<file path="src/rtl/alu_pkg.sv">
// Shared types for the multicycle control unit: ALU opcodes, FSM states, ARM condition codes
// and the condition-check function used to gate architectural writes.
package alu_pkg;

  typedef enum logic [3:0] {
    AluAdd = 4'b0000,
    AluSub = 4'b0001,
    AluAnd = 4'b0010,
    AluOrr = 4'b0011
  } alu_op_e;

  typedef enum logic [3:0] {
    StFetch  = 4'd0,
    StDecode = 4'd1,
    StMemAdr = 4'd2,
    StMemRd  = 4'd3,
    StMemWb  = 4'd4,
    StMemWr  = 4'd5,
    StExecR  = 4'd6,
    StExecI  = 4'd7,
    StAluWb  = 4'd8,
    StBranch = 4'd9
  } ctrl_state_e;

  typedef enum logic [3:0] {
    CondEq = 4'b0000,
    CondNe = 4'b0001,
    CondCs = 4'b0010,
    CondCc = 4'b0011,
    CondMi = 4'b0100,
    CondPl = 4'b0101,
    CondVs = 4'b0110,
    CondVc = 4'b0111,
    CondHi = 4'b1000,
    CondLs = 4'b1001,
    CondGe = 4'b1010,
    CondLt = 4'b1011,
    CondGt = 4'b1100,
    CondLe = 4'b1101,
    CondAl = 4'b1110,
    CondNv = 4'b1111
  } cond_e;

  // Instruction class in instr[27:26].
  localparam logic [1:0] OpDp     = 2'b00;
  localparam logic [1:0] OpMem    = 2'b01;
  localparam logic [1:0] OpBranch = 2'b10;

  // Data-processing cmd field in funct[4:1].
  localparam logic [3:0] CmdAnd = 4'b0000;
  localparam logic [3:0] CmdSub = 4'b0010;
  localparam logic [3:0] CmdAdd = 4'b0100;
  localparam logic [3:0] CmdCmp = 4'b1010;
  localparam logic [3:0] CmdOrr = 4'b1100;

  localparam logic [1:0] SrcBReg  = 2'b00;
  localparam logic [1:0] SrcBImm  = 2'b01;
  localparam logic [1:0] SrcBFour = 2'b10;

  localparam logic [1:0] ResAluOut    = 2'b00;
  localparam logic [1:0] ResReadData  = 2'b01;
  localparam logic [1:0] ResAluDirect = 2'b10;

  localparam logic [1:0] ImmDp     = 2'b00;
  localparam logic [1:0] ImmMem    = 2'b01;
  localparam logic [1:0] ImmBranch = 2'b10;

  // Flags are packed NZCV: [3]=N, [2]=Z, [1]=C, [0]=V.
  function automatic logic cond_check(input logic [3:0] cond, input logic [3:0] flags);
    logic n, z, c, v, res;
    {n, z, c, v} = flags;
    case (cond)
      CondEq:  res = z;
      CondNe:  res = ~z;
      CondCs:  res = c;
      CondCc:  res = ~c;
      CondMi:  res = n;
      CondPl:  res = ~n;
      CondVs:  res = v;
      CondVc:  res = ~v;
      CondHi:  res = c & ~z;
      CondLs:  res = ~c | z;
      CondGe:  res = (n == v);
      CondLt:  res = (n != v);
      CondGt:  res = ~z & (n == v);
      CondLe:  res = z | (n != v);
      CondAl:  res = 1'b1;
      default: res = 1'b0;
    endcase
    return res;
  endfunction

  function automatic alu_op_e cmd_to_alu(input logic [3:0] cmd);
    alu_op_e res;
    case (cmd)
      CmdAdd:         res = AluAdd;
      CmdSub, CmdCmp: res = AluSub;
      CmdAnd:         res = AluAnd;
      CmdOrr:         res = AluOrr;
      default:        res = AluAdd;
    endcase
    return res;
  endfunction

endpackage

</file>
<file path="src/rtl/cond_unit.sv">
// NZCV flag register plus conditional-execution check. A flag update is only taken when the
// instruction's own condition passes, evaluated against the pre-instruction flags.
module cond_unit
  import alu_pkg::*;
#(
  parameter logic [3:0] FLAGS_RST = 4'b0000
) (
  input  logic       clk,
  input  logic       rst_n,
  input  logic [3:0] cond,
  input  logic [3:0] alu_flags,
  input  logic       flags_upd,
  output logic       cond_ex,
  output logic [3:0] flags_q
);

  logic [3:0] flags_d;

  assign cond_ex = cond_check(cond, flags_q);

  always_comb begin
    flags_d = flags_q;
    if (flags_upd && cond_ex) begin
      flags_d = alu_flags;
    end
  end

  always_ff @(posedge clk or negedge rst_n) begin
    if (!rst_n) begin
      flags_q <= FLAGS_RST;
    end else begin
      flags_q <= flags_d;
    end
  end

endmodule

</file>
<file path="src/rtl/multicycle_ctrl.sv">
// Multicycle control FSM: sequences fetch/decode/execute/memory/writeback over a shared ALU,
// memory port and register file, driving datapath mux selects and write enables.
module multicycle_ctrl
  import alu_pkg::*;
#(
  parameter logic [3:0] FLAGS_RST = 4'b0000
) (
  input  logic       clk,
  input  logic       rst_n,
  input  logic       mem_ready,
  input  logic [3:0] cond,
  input  logic [1:0] op,
  input  logic [5:0] funct,
  input  logic [3:0] rd,
  input  logic [3:0] alu_flags,
  output logic       pc_w,
  output logic       ir_w,
  output logic       mem_w,
  output logic       reg_w,
  output logic       adr_src,
  output logic       alu_src_a,
  output logic [1:0] alu_src_b,
  output logic [1:0] result_src,
  output logic [1:0] imm_src,
  output logic [1:0] reg_src,
  output logic [3:0] alu_control,
  output logic [3:0] flags_q
);

  ctrl_state_e state_q, state_d;
  logic        cond_ex;
  logic        is_cmp;
  logic        flags_upd;
  alu_op_e     dp_op;
  logic        pc_w_raw, ir_w_raw, mem_w_raw, reg_w_raw;

  assign is_cmp    = (funct[4:1] == CmdCmp);
  assign dp_op     = cmd_to_alu(funct[4:1]);
  assign flags_upd = (state_q == StAluWb) && (funct[0] || is_cmp);

  cond_unit #(
    .FLAGS_RST(FLAGS_RST)
  ) u_cond_unit (
    .clk      (clk),
    .rst_n    (rst_n),
    .cond     (cond),
    .alu_flags(alu_flags),
    .flags_upd(flags_upd),
    .cond_ex  (cond_ex),
    .flags_q  (flags_q)
  );

  always_comb begin
    state_d = state_q;
    case (state_q)
      StFetch: begin
        if (mem_ready) state_d = StDecode;
      end
      StDecode: begin
        case (op)
          OpMem:    state_d = StMemAdr;
          OpDp:     state_d = funct[5] ? StExecI : StExecR;
          OpBranch: state_d = StBranch;
          default:  state_d = StFetch;
        endcase
      end
      StMemAdr: state_d = funct[0] ? StMemRd : StMemWr;
      StMemRd: begin
        if (mem_ready) state_d = StMemWb;
      end
      StMemWb: state_d = StFetch;
      StMemWr: begin
        if (mem_ready) state_d = StFetch;
      end
      StExecR, StExecI: state_d = StAluWb;
      StAluWb, StBranch: state_d = StFetch;
      default: state_d = StFetch;
    endcase
  end

  always_ff @(posedge clk or negedge rst_n) begin
    if (!rst_n) begin
      state_q <= StFetch;
    end else begin
      state_q <= state_d;
    end
  end

  always_comb begin
    pc_w_raw    = 1'b0;
    ir_w_raw    = 1'b0;
    mem_w_raw   = 1'b0;
    reg_w_raw   = 1'b0;
    adr_src     = 1'b0;
    alu_src_a   = 1'b0;
    alu_src_b   = SrcBReg;
    result_src  = ResAluOut;
    alu_control = AluAdd;
    case (state_q)
      StFetch: begin
        alu_src_a  = 1'b1;
        alu_src_b  = SrcBFour;
        result_src = ResAluDirect;
        ir_w_raw   = mem_ready;
        pc_w_raw   = mem_ready;
      end
      StDecode: begin
        alu_src_a  = 1'b1;
        alu_src_b  = SrcBFour;
        result_src = ResAluDirect;
      end
      StMemAdr: begin
        alu_src_b = SrcBImm;
      end
      StMemRd: begin
        adr_src = 1'b1;
      end
      StMemWb: begin
        result_src = ResReadData;
        reg_w_raw  = cond_ex;
      end
      StMemWr: begin
        adr_src   = 1'b1;
        mem_w_raw = cond_ex;
      end
      StExecR: begin
        alu_src_b   = SrcBReg;
        alu_control = dp_op;
      end
      StExecI: begin
        alu_src_b   = SrcBImm;
        alu_control = dp_op;
      end
      StAluWb: begin
        result_src  = ResAluOut;
        alu_control = dp_op;
        reg_w_raw   = cond_ex & ~is_cmp;
        // A write to R15 redirects the PC through the same result bus.
        pc_w_raw    = cond_ex & ~is_cmp & (rd == 4'd15);
      end
      StBranch: begin
        alu_src_b  = SrcBImm;
        result_src = ResAluDirect;
        pc_w_raw   = cond_ex;
      end
      default: ;
    endcase
  end

  always_comb begin
    case (op)
      OpMem:    imm_src = ImmMem;
      OpBranch: imm_src = ImmBranch;
      default:  imm_src = ImmDp;
    endcase
    reg_src = {(op == OpMem) & ~funct[0], op == OpBranch};
  end

  // State resets to FETCH asynchronously, so the fetch strobes must be masked during reset.
  assign pc_w  = pc_w_raw & rst_n;
  assign ir_w  = ir_w_raw & rst_n;
  assign mem_w = mem_w_raw & rst_n;
  assign reg_w = reg_w_raw & rst_n;

endmodule

</file>
<file path="config.mk">
export PLATFORM = sky130hd
export DESIGN_NAME = multicycle_ctrl
export DESIGN_NICKNAME = d
export VERILOG_FILES = /design/src/rtl/alu_pkg.sv /design/src/rtl/cond_unit.sv /design/src/rtl/multicycle_ctrl.sv
export SDC_FILE = /design/constraint.sdc
export NUM_CORES = 1
export LEC_CHECK = 0
export BUFFER_PORTS_ARGS = -buffer_cell sky130_fd_sc_hd__buf_2
export CAP_MARGIN = 20
export CORE_MARGIN = 2
export CORE_UTILIZATION = 40
export CTS_CLUSTER_SIZE = 20
export DETAILED_ROUTE_END_ITERATION = 12
export HOLD_SLACK_MARGIN = 0.1
export PLACE_DENSITY = 0.71
export SLEW_MARGIN = 0
export SYNTH_ARGS = -nofsm -noshare
export SYNTH_HDL_FRONTEND = slang
export SYNTH_HIERARCHICAL = 1
export SYNTH_SLANG_ARGS = --single-unit
</file>
<file path="constraint.sdc">
create_clock -name clk -period 3.02 [get_ports clk]
set_input_delay 0.604 -clock clk [delete_from_list [all_inputs] [get_ports clk]]
set_output_delay 0.604 -clock clk [all_outputs]
set_load 0.01 [all_outputs]
</file>
Word level (Yosys, flattened, before mapping)
Index checks and enable logic that the tools add are counted.

storage, ports and cells
  flip-flop bits (word level) = 8
  input port bits = 23
  output and inout bits = 22
  logic and storage cells = 87

cells by class
  equality and inequality tests = 34
  multiplexer cells = 19
  bitwise operators = 17
  reduce and logical (&&, ||, !) cells = 15

operator list
  kind                  number
  $eq A4 B4 Y1 const B  12
  $eq A4 B3 Y1 const B  8
  $pmux W4 S6           1
  $eq A4 B2 Y1 const B  5
  $mux W4               4
  $pmux W1 S15          1
  $logic_not A4 Y1      3
  $pmux W2 S2           3
  $pmux W4 S3           1
  $and A1 B1 Y1         9
  $reduce_or A3 Y1      3
  $eq A4 B1 Y1 const B  2
  $reduce_or A2 Y1      4
  $ne A2 B2 Y1 const B  3
  $not A1 Y1            6
  $pmux W2 S3           1
  $mux W1               5
  $mux W3               1
  $pmux W1 S3           1
  $reduce_and A3 Y1     1
  $eq A2 B1 Y1 const B  1
  $eq A2 B2 Y1 const B  1
  $logic_and A1 B1 Y1   2
  $logic_not A2 Y1      1
  5 further kinds       6

Logic depth before layout (Yosys ltp)
Gate-level depths: netlist (run 1).

  word-level depth = 7
  depth in mapped cells = 9
  depth with buffers taken out = 8

By module
Netlist (run 1), hierarchy kept.

by module, submodules not included
  module           instances  cells each  area an instance (um2)  seq. area each (um2)
  multicycle_ctrl  1          81          556.8                   100.1
  cond_unit        1          41          365.4                   100.1

Worst setup path before layout (run 1)
No wires, ideal clock.

  path kind = input -> output
  start = input cond[1]
  end = output pc_w
  arrival time = 2188 ps
  data required time = 2416 ps
  slack = 228 ps
  stages on the path = 7
  path buffers = 1
  path through = clkbuf_2 o41ai_2 o41a_1 or2_2 nand2_1 or4_1 a31oi_1

on the way
  longest elaborated chain between the ends = 6
  elaborated cells on any way between the ends = 20
  classes of those cells = 14 x eq/ne; 2 x mux; 3 x bitwise; 1 x reduce/logical

RTL lines
  element                               line                    RTL
  from (decl)                           multicycle_ctrl.sv:11   input logic [3:0] cond,
  $eq A4 B4 Y1 (tied with other cells)  alu_pkg.sv:72           case (cond)
  $pmux W1 S15 (*)                      alu_pkg.sv:72
  via cond_ex                           multicycle_ctrl.sv:31   logic cond_ex;
  $and A1 B1 Y1 (2 in series)           multicycle_ctrl.sv:139  pc_w_raw = cond_ex & ~is_cmp & (rd == 4'd15);
  $pmux W1 S3 (*)                       multicycle_ctrl.sv:99   case (state_q)
  $and A1 B1 Y1 (*)                     multicycle_ctrl.sv:160  assign pc_w = pc_w_raw & rst_n;
  to (decl)                             multicycle_ctrl.sv:16   output logic pc_w,

Mark *: on every way through the listed nets, which the timed path passes. The rest lies on a longest branch.

Final worst setup path (run 1)
  start = input cond[2]
  end = output pc_w

The elaborated chain is that of the path after synthesis.

==> flow_summary.yaml, run 1 <==
logic_synthesis:
  async_flop_share: 1.00
  ys_types: 46
  synth_area_um2: 922
  synth_ff_type: "dfrtp_1"
  synth-edff-count: 0
  syn_inst: 122
  synth-seq-area-share: 0.217
  yosysWarnings: 6
  ys_seq_elements: 8
  synth_area_per_cell_um2: 7.56
route:
  drtIter0Drc: 23
  dr.pass1.iters: 4
  wl_mm: 2.32
  vias: 1036
  wl_per_cell_um: 12.2
  ant_nets: 0
  drcViolationCount: 0
  viasPerCell: 5.45
floorplan:
  core-area_um2: 2190
  die_w_um: 52.0
  ios: 45
  dieArea_um2: 2710
  rows: 17
  die_y_um: 52.0
  initial_utilization: 0.421
global_routing:
  antenna_found_initial: 0
  grt_max_degree: 18
  grt_usage: 0.174
  grt_pass1_wl_mm: 3.66
  grt_pass1_vias: 892
  grt_remaining_overflow: 0
sta:
  relSlewSlack: 0.607
  clock_skew_ns: 0.00106
  finalCriticalPeriod_ns: 3.07
  hold_slack_ns: 0.208
  finalSetupViolCount: 1
  setup_slack_ns: -0.0545
  fin_tns_setup_ns: -0.0545
  fmax_mhz: 325
  drv_slew: 0
  post-route-period-util: 1.02
  hold_violations: 0
  tightest_slew_ns: 0.589
  rsz0062_at_grt: "yes"
clock_network:
  hold_buffers: 0
  cts_tree: "built"
  cts_sinks: 8
  clock_path_buffers: 2
  clkLatencyLatePin_ns: 0.25
  cts_buffers: 3
  htreeDepth: 1
  clk_pin_slew_ns: 0.05
  cts_root_buffer: "clkbuf_4"
min_path:
  hold_class: "in2async"
power_and_ir_drop:
  p_int_uw: 492
  clock_power_share: 0.084
  seqPwrFrac: 0.301
  p_leak_nw: 0.565
  pwr-share-comb: 0.616
  power.total_uw: 947
  netSwitchingFraction: 0.481
  ir_worst_vdd_mv: 0.416
  p_switching_uw: 455
  power.density_nw_per_um2: 806
placed_design:
  place_ws_ns: -0.0424
  place_inst: 185
  portBuffers: 42
  place_congestion: 0.835
  place_area_um2: 1110
  dpl.hpwl_mm: 1.78
setup_path:
  cp.depth: 10
  startpoint_type: "input port"
  critPathBufInv: 2
  cp_cell_sequence: "buf_2 > or2_2 > a21oi_1 > o21ai_1 > o211ai_1 > or2_2 > nand2_1 > or4_1 > a31oi_1 > buf_2"
  worstPathMaxFanout: 6
  rrSetupSlack_ns: 1.06
  r2r-end: "u_cond_unit/flags_q[0]$_DFFE_PN0P_"
  r2r_cells: 7
  timing.rr.start: "u_cond_unit/flags_q[0]$_DFFE_PN0P_"
  crit_path_end: "pc_w"
  cp_slowest_stage_delay_ns: 0.50
  cp_slowest_cell: "or4_1"
  cpLargestDelayFamily: "simple AND/OR/NAND/NOR gates"
  cp_data_arrival_time_ns: 2.47
  crit_required_ns: 2.42
  startpoint: "cond[2]"
  setup.worst_path.end_class: "output pin"
  path_class: "in2out"
layout:
  design_area_um2: 1170
  final_cells: 190
  fillers: 223
  fin_nets: 187
  drive_gt1_frac: 0.420
  final_core_util: 0.536
  syn_to_final_growth_pct: 27.4
  diodes: 0
outcome:
  status: "finished with violations"
  failed_checks: "setup timing"
flow_run:
  drv_cap: 0
[sequential cells by signal (all words and copies together), names as in the netlist]
signal and cells:
state_q 4, u_cond_unit/flags_q 4
[worst register-to-register path: cells and delay by family (launching register included)]
family / cells / cell delay (ns)
compound gates: 3 / 0.53
flops: 1 / 0.45
mux: 1 / 0.37
buf+inv: 2 / 0.31
xor+xnor: 1 / 0.20
[layout make-up]
cell class | count | area [um^2] | area share
multi-input cells | 96 | 636 | 0.541
repair buffers | 47 | 248 | 0.211
flip-flops and latches | 8 | 203 | 0.173
well taps | 28 | 35.0 | 0.0298
inverters | 8 | 31.3 | 0.0266
clock buffers | 3 | 22.5 | 0.0192
[power by group through the flow]
| stage | logic, mW | clock network [mW] | registers (mW) |
|---|---|---|---|
| after floorplan | 0.452 | 0 | 0.223 |
| after global placement | 0.537 | 0 | 0.274 |
| after detailed placement | 0.545 | 0 | 0.276 |
| after CTS | 0.576 | 0.0827 | 0.280 |
| after global routing | 0.641 | 0.0857 | 0.300 |
| final | 0.583 | 0.0791 | 0.285 |
[cells in the final DEF, fill, tap and decap left out, types with 5 or more instances in the layout]
cell     count
buf_4        5
inv_1        7
dfrtp_1      6
nor2_1      13
nand2_1      8
buf_2       42
nor3_1      10
mux2_2       5
nand3_1      5
a21oi_1      7
[cell usage after synthesis (3+ instances only)]
library cell | n | area [um^2]
a21oi_1 | 7 | 35.0
buf_4 | 3 | 22.5
buf_6 | 3 | 33.8
dfrtp_1 | 8 | 200
inv_1 | 7 | 26.3
mux2_2 | 5 | 56.3
nand2_1 | 8 | 30.0
nand3_1 | 5 | 25.0
nor2_1 | 13 | 48.8
nor2b_1 | 3 | 18.8
nor3_1 | 10 | 50.1
nor4_1 | 4 | 25.0
xor2_1 | 4 | 35.0
[worst min-delay path by stage]
stage | to
finish | u_cond_unit/flags_q[2]$_DFFE_PN0P_
global route | u_cond_unit/flags_q[1]$_DFFE_PN0P_
CTS | u_cond_unit/flags_q[2]$_DFFE_PN0P_
detailed placement | state_q[3]$_DFFE_PN0P_
global placement | state_q[3]$_DFFE_PN0P_
floorplan | state_q[0]$_DFFE_PN0P_
[logic make-up (layout without fill, tap and decap cells)]
family | count (synthesis) | after routing | share of synthesized area
xor gates and xnor gates | 6 | 6 | 0.0570
AOI/OAI and AO/OA | 25 | 25 | 0.197
muxes | 6 | 6 | 0.0719
and+or+nand+nor | 57 | 57 | 0.334
DFF | 8 | 8 | 0.217
buffers and inverters | 19 | 58 | 0.119
other | 1 | 2 | 0.00407
[metal layers]
metal / global-route usage / up-vias / routed length (um)
li1: - / 513 / -
met4: 0.0526 / 0 / 12
met3: 0.0345 / 2 / 156
met2: 0.302 / 40 / 1140
met1: 0.215 / 481 / 1010
met5: 0 / - / 0
[timing repair]
| item | CTS | global route |
|---|---|---|
| gates resized for setup | 2 | 3 |
| pin swaps | 2 | 0 |
| setup buffers | 2 | 0 |
| setup endpoints to repair | 1 | 1 |
Note: power is estimated with default switching activity, not from simulation.
==> run 2: changes to the inputs <==
==> constraint.sdc (replaced) <==
create_clock -name clk -period 3.02 [get_ports clk]
set_input_delay 0.604 -clock clk [delete_from_list [all_inputs] [get_ports clk]]
set_output_delay 0.604 -clock clk [all_outputs]
set_load 0.05 [all_outputs]
==> run 2 against run 1 <==
Net effect: the flow now finishes without violations; sequential cell count did not move; count of clock-buffer cells in the layout rose by 1; fmax rose by 1.8%; clock power rose by 10%; cell area rose by 14%; register-to-register slack got worse by 0.19 ns; core utilization rose by 7.5 points; die area did not move.
==> flow_summary.yaml, run 2 (synthesized netlist as in run 1, its figures left out) <==
clock_network:
  cts_buffers: 3
  clk_pin_slew_ns: 0.05
  clkLatencyLatePin_ns: 0.26
  clock_path_buffers: 2
  cts_root_buffer: "clkbuf_4"
  cts_sinks: 8
  htreeDepth: 1
  cts_tree: "built"
layout:
  syn_to_final_growth_pct: 45.2
  diodes: 0
  multi_input_area_um2: 697
  drive_gt1_frac: 0.500
  fin_nets: 198
  final_cell_mix: "buf_2, buf_4, nor2_1"
  layout_commonest_cell: "buf_2"
  fillers: 211
  reg.largest.list: "state_q x4, u_cond_unit/flags_q x4"
  seq_area_um2: 204
  design_area_um2: 1340
outcome:
  status: "finished clean"
sta:
  rsz0062_at_grt: "yes"
  finalCriticalPeriod_ns: 3.02
  tightest_slew_ns: 0.516
  relSlewSlack: 0.651
  setup_slack_ns: 0.000738
  post-route-period-util: 1.00
  drv_slew: 0
  fmax_mhz: 331
  fin_tns_setup_ns: 0
  hold_violations: 0
  clock_skew_ns: 0.00531
  finalSetupViolCount: 0
setup_path:
  cp_data_arrival_time_ns: 2.42
  startpoint: "u_cond_unit/flags_q[3]$_DFFE_PN0P_"
  rrSetupSlack_ns: 0.87
  crit_required_ns: 2.42
  worstPathMaxFanout: 6
  startpoint_type: "flop"
  setup.worst_path.end_class: "output pin"
  timing.rr.start: "u_cond_unit/flags_q[0]$_DFFE_PN0P_"
  path_class: "reg2out"
power_and_ir_drop:
  power.total_mw: 1.38
  ir_worst_vdd_mv: 0.998
  p_leak_nw: 0.629
  power.density_nw_per_um2: 1030
placed_design:
  place_ws_ns: -0.228
  dpl.hpwl_mm: 1.90
  portBuffers: 42
  place_area_um2: 1210
  place_congestion: 0.802
floorplan:
  core-area_um2: 2190
  die_w_um: 52.0
  rows: 17
  dieArea_um2: 2710
  initial_utilization: 0.421
  ios: 45
  die_y_um: 52.0
route:
  viasPerCell: 5.22
  vias: 1055
  drcViolationCount: 0
  dr.pass1.iters: 4
  wl_per_cell_um: 13.0
  drtIter0Drc: 19
  ant_nets: 0
  wl_mm: 2.63
global_routing:
  antenna_found_initial: 0
  grt_pass1_vias: 989
  grt_max_degree: 17
  grt_usage: 0.209
  grt_pass1_wl_mm: 4.18
  grt_remaining_overflow: 0
flow_run:
  drv_cap: 0
min_path:
  hold_class: "in2async"
[run 2: cell count changes in the layout (fill, tap and decap cells not counted), moves of 2 or more]
cell     delta
buf_4      +12
buf_2       -3
buf_6       +2
nand2_1     -2
nand2_2     +2
nor4_4      +2
or2_2       -2
or2_4       +2
[run 2: per-layer routing]
metal | wire length, um | GRT usage | up-vias
met5 | 0 | 0 | -
met4 | 44 | 0.101 | 0
met3 | 132 | 0.0345 | 4
met2 | 1420 | 0.384 | 32
met1 | 1040 | 0.229 | 487
li1 | - | - | 532
[run 2: repair_timing]
action                                  in CTS  in global routing
pin swaps                                    5                  2
hold buffers                                 0                  0
buffers inserted                             5                  2
endpoints found under the setup margin       1                  3
resized for setup                            9                  7
cloned                                       0                  0
[run 2: worst max-delay path, stage by stage (launching register included)]
cell     delay [ns]
dfrtp_2        0.45
xor2_2         0.21
nor3_2         0.06
o41ai_2        0.23
o41a_1         0.24
or2_4          0.14
nand2_2        0.04
or4_4          0.48
a31oi_4        0.14
buf_6          0.18
[run 2: path summary, 6_finish.rpt]
| kind | to | depth (start not counted) |
|---|---|---|
| max | pc_w | 9 |
| min in group clk | u_cond_unit/flags_q[0]$_DFFE_PN0P_ | 2 |
| max in group asynchronous | u_cond_unit/flags_q[3]$_DFFE_PN0P_ | 1 |
| min reg2reg | u_cond_unit/flags_q[0]$_DFFE_PN0P_ | 1 |
| max reg2reg | u_cond_unit/flags_q[3]$_DFFE_PN0P_ | 8 |
| min | u_cond_unit/flags_q[0]$_DFFE_PN0P_ | 1 |
[run 2: area by class of cell]
cell class              count  share of cell area
flip-flops and latches      8               0.152
repair buffers             58               0.258
well taps                  28              0.0262
inverters                   8              0.0234
multi-input cells          96               0.521
clock buffers               4              0.0196
[run 2: stage by stage]
stage / util / cells / hold WS (ns)
CTS: 0.598 / 200 / 0.198
detailed placement: 0.552 / 191 / 0.477
global route: 0.611 / 202 / 0.206
floorplan: - / 123 / 0.308
global placement: 0.552 / 191 / 0.472
finish: 0.611 / 202 / 0.201
[run 2: power by group]
group / switching [mW] / total [mW] / internal, mW
logic: 0.711 / 1.08 / 0.366
clock network: 0.0366 / 0.0871 / 0.0505
registers: 0.0570 / 0.220 / 0.162
==> run 3: changes to the inputs <==
--- a/config.mk
+++ b/config.mk
@@ -13,8 +13,8 @@
 export DETAILED_ROUTE_END_ITERATION = 12
 export HOLD_SLACK_MARGIN = 0.1
 export PLACE_DENSITY = 0.71
-export SLEW_MARGIN = 0
+export SKIP_LAST_GASP = 1
+export SLEW_MARGIN = 20
 export SYNTH_ARGS = -nofsm -noshare
 export SYNTH_HDL_FRONTEND = slang
-export SYNTH_HIERARCHICAL = 1
 export SYNTH_SLANG_ARGS = --single-unit
==> run 3 against run 2 <==
Net effect: critical path depth decreased by 2; synthesized cell count decreased by 6.6%; largest power group unchanged; via count decreased by 7.1%.
==> flow_summary.yaml, run 3 <==
sta:
  finalSetupViolCount: 0
  drv_slew: 0
  clock_skew_ns: 0.00740
  fmax_mhz: 356
  rsz0062_at_grt: "no"
  finalCriticalPeriod_ns: 2.81
  fin_tns_setup_ns: 0
  post-route-period-util: 0.929
  hold_violations: 0
logic_synthesis:
  ys_seq_elements: 8
  synth_area_um2: 903
  yosysMostFrequentCell: "nand2_1"
  synth-seq-area-share: 0.222
  synth_top_cell_by_area: "dfrtp_1"
  synth_area_leaders: "dfrtp_1, mux2_2, a21oi_1"
  synth_ff_type: "dfrtp_1"
  synthDominantCellAreaShare: 0.222
  syn_inst: 114
  synth-edff-count: 0
  async_flop_share: 1.00
  yosysWarnings: 0
  ys_types: 43
  synth_area_per_cell_um2: 7.92
clock_network:
  cts_setup_buffers: 0
  clkLatencyLatePin_ns: 0.26
  cts_sinks: 8
  cts_tree: "built"
  clk_pin_slew_ns: 0.06
  cts_resized: 0
  cts_root_buffer: "clkbuf_4"
  hold_buffers: 0
  cts_buffers: 3
  htreeDepth: 1
  clock_path_buffers: 2
setup_path:
  startpoint: "cond[3]"
  cpLargestDelayFamily: "simple AND/OR/NAND/NOR gates"
  r2r_cells: 5
  cp_cell_sequence: "buf_2 > or4b_1 > a311oi_1 > a21oi_1 > nand3_1 > and4_1 > buf_2"
  path_class: "in2out"
  critPathBufInv: 2
  worstPathMaxFanout: 12
  cp_slowest_stage_delay_ns: 0.46
  startpoint_type: "input port"
  cp_data_arrival_time_ns: 2.20
  timing.rr.start: "u_cond_unit.flags_q[0]$_DFFE_PN0P_"
  r2r-end: "u_cond_unit.flags_q[3]$_DFFE_PN0P_"
  setup.worst_path.end_class: "output pin"
  crit_path_frequent_cell: "buf_2"
  crit_required_ns: 2.42
  cp_slowest_cell: "or4b_1"
  rrSetupSlack_ns: 0.98
layout:
  final_cell_mix: "buf_2, nand2_1"
  drive_gt1_frac: 0.377
  reg.largest.list: "state_q x4, u_cond_unit.flags_q x4"
  fin_nets: 176
  diodes: 0
  syn_to_final_growth_pct: 23.1
  layout_commonest_cell: "buf_2"
floorplan:
  core-area_um2: 2170
  die_y_um: 51.5
  ios: 45
  dieArea_um2: 2650
  rows: 17
  die_w_um: 51.5
  initial_utilization: 0.416
route:
  wl_per_cell_um: 11.8
  dr.pass1.iters: 4
  ant_nets: 0
  vias: 980
  drtIter0Drc: 14
  wl_mm: 2.12
  drcViolationCount: 0
  viasPerCell: 5.47
min_path:
  hold_class: "in2async"
outcome:
  status: "finished clean"
global_routing:
  grt_max_degree: 15
  grt_remaining_overflow: 0
  grt_pass1_wl_mm: 3.45
  grt_pass1_vias: 849
  antenna_found_initial: 0
  grt_usage: 0.167
power_and_ir_drop:
  power.density_nw_per_um2: 881
  ir_worst_vdd_mv: 0.640
  power.total_uw: 980
  p_leak_nw: 0.545
placed_design:
  portBuffers: 42
  dpl.hpwl_mm: 1.69
  place_congestion: 0.821
flow_run:
  drv_cap: 0
[run 3: changes by cell type after synthesis, sizes merged, moves of 3 or more]
cell / delta
nor2: -6
inv: -5
nor4: -4
o21ai: +4
buf: -3
nand3: -3
[run 3: area by class of cell]
type,count,area (um^2)
fill,223,1060
multi-input combinational,94,626
clock buffer,3,22.5
tap,28,35.0
timing repair buffer,43,218
sequential,8,200
inverter,3,11.3
[run 3: report_power, final]
part	switching (mW)	leakage (nW)	internal (mW)
clock	0.0363	0.0138	0.0455
sequential	0.0952	0.106	0.144
combinational	0.462	0.425	0.197
total	0.594	0.545	0.387
[run 3: how the worst max path moves through the flow]
| stage | slack [ns] | to | depth (start not counted) |
|---|---|---|---|
| after CTS | 0.21 | mem_w | 7 |
| after detailed placement | 0.21 | mem_w | 7 |
| final | 0.21 | mem_w | 7 |
| after global placement | 0.22 | mem_w | 7 |
| after floorplan | 0.08 | pc_w | 3 |
| after global routing | 0.1 | pc_w | 7 |
[run 3: worst reg2reg max path: cells and delay by family, from the launching register on]
kind               cells  cell delay (ns)
AOI/OAI and AO/OA      3             0.60
DFF                    1             0.43
muxes                  1             0.36
and+or+nand+nor        1             0.53
[run 3: per-stage QoR]
stage / utilization / instance area [um^2] / std cells / hold WS (ns) / setup WS [ns]
2_1_floorplan: - / 907 / 115 / 0.308 / 0.0823
3_3_place_gp: 0.502 / 1090 / 176 / 0.470 / 0.223
3_5_place_dp: 0.502 / 1090 / 176 / 0.472 / 0.212
4_1_cts: 0.513 / 1110 / 179 / 0.194 / 0.207
5_1_grt: 0.513 / 1110 / 179 / 0.208 / 0.0958
6_report: 0.513 / 1110 / 179 / 0.193 / 0.213
[run 3: cell families after synthesis]
| logic type | share of synthesized area |
|---|---|
| other | 0.00415 |
| AOI/OAI and AO/OA | 0.206 |
| DFF | 0.222 |
| muxes | 0.0845 |
| buffers and inverters | 0.0900 |
| and+or+nand+nor | 0.345 |
| xor gates and xnor gates | 0.0485 |
[run 3: routing by layer]
metal  part of all wire  up-vias  wire (um)  GRT usage
met3              0.061        4        129     0.0287
met2               0.49       31       1040      0.284
met4              0.015        0         31     0.0702
li1                   -      486          -          -
met5                  0        -          0          0
met1               0.43      459        917      0.208
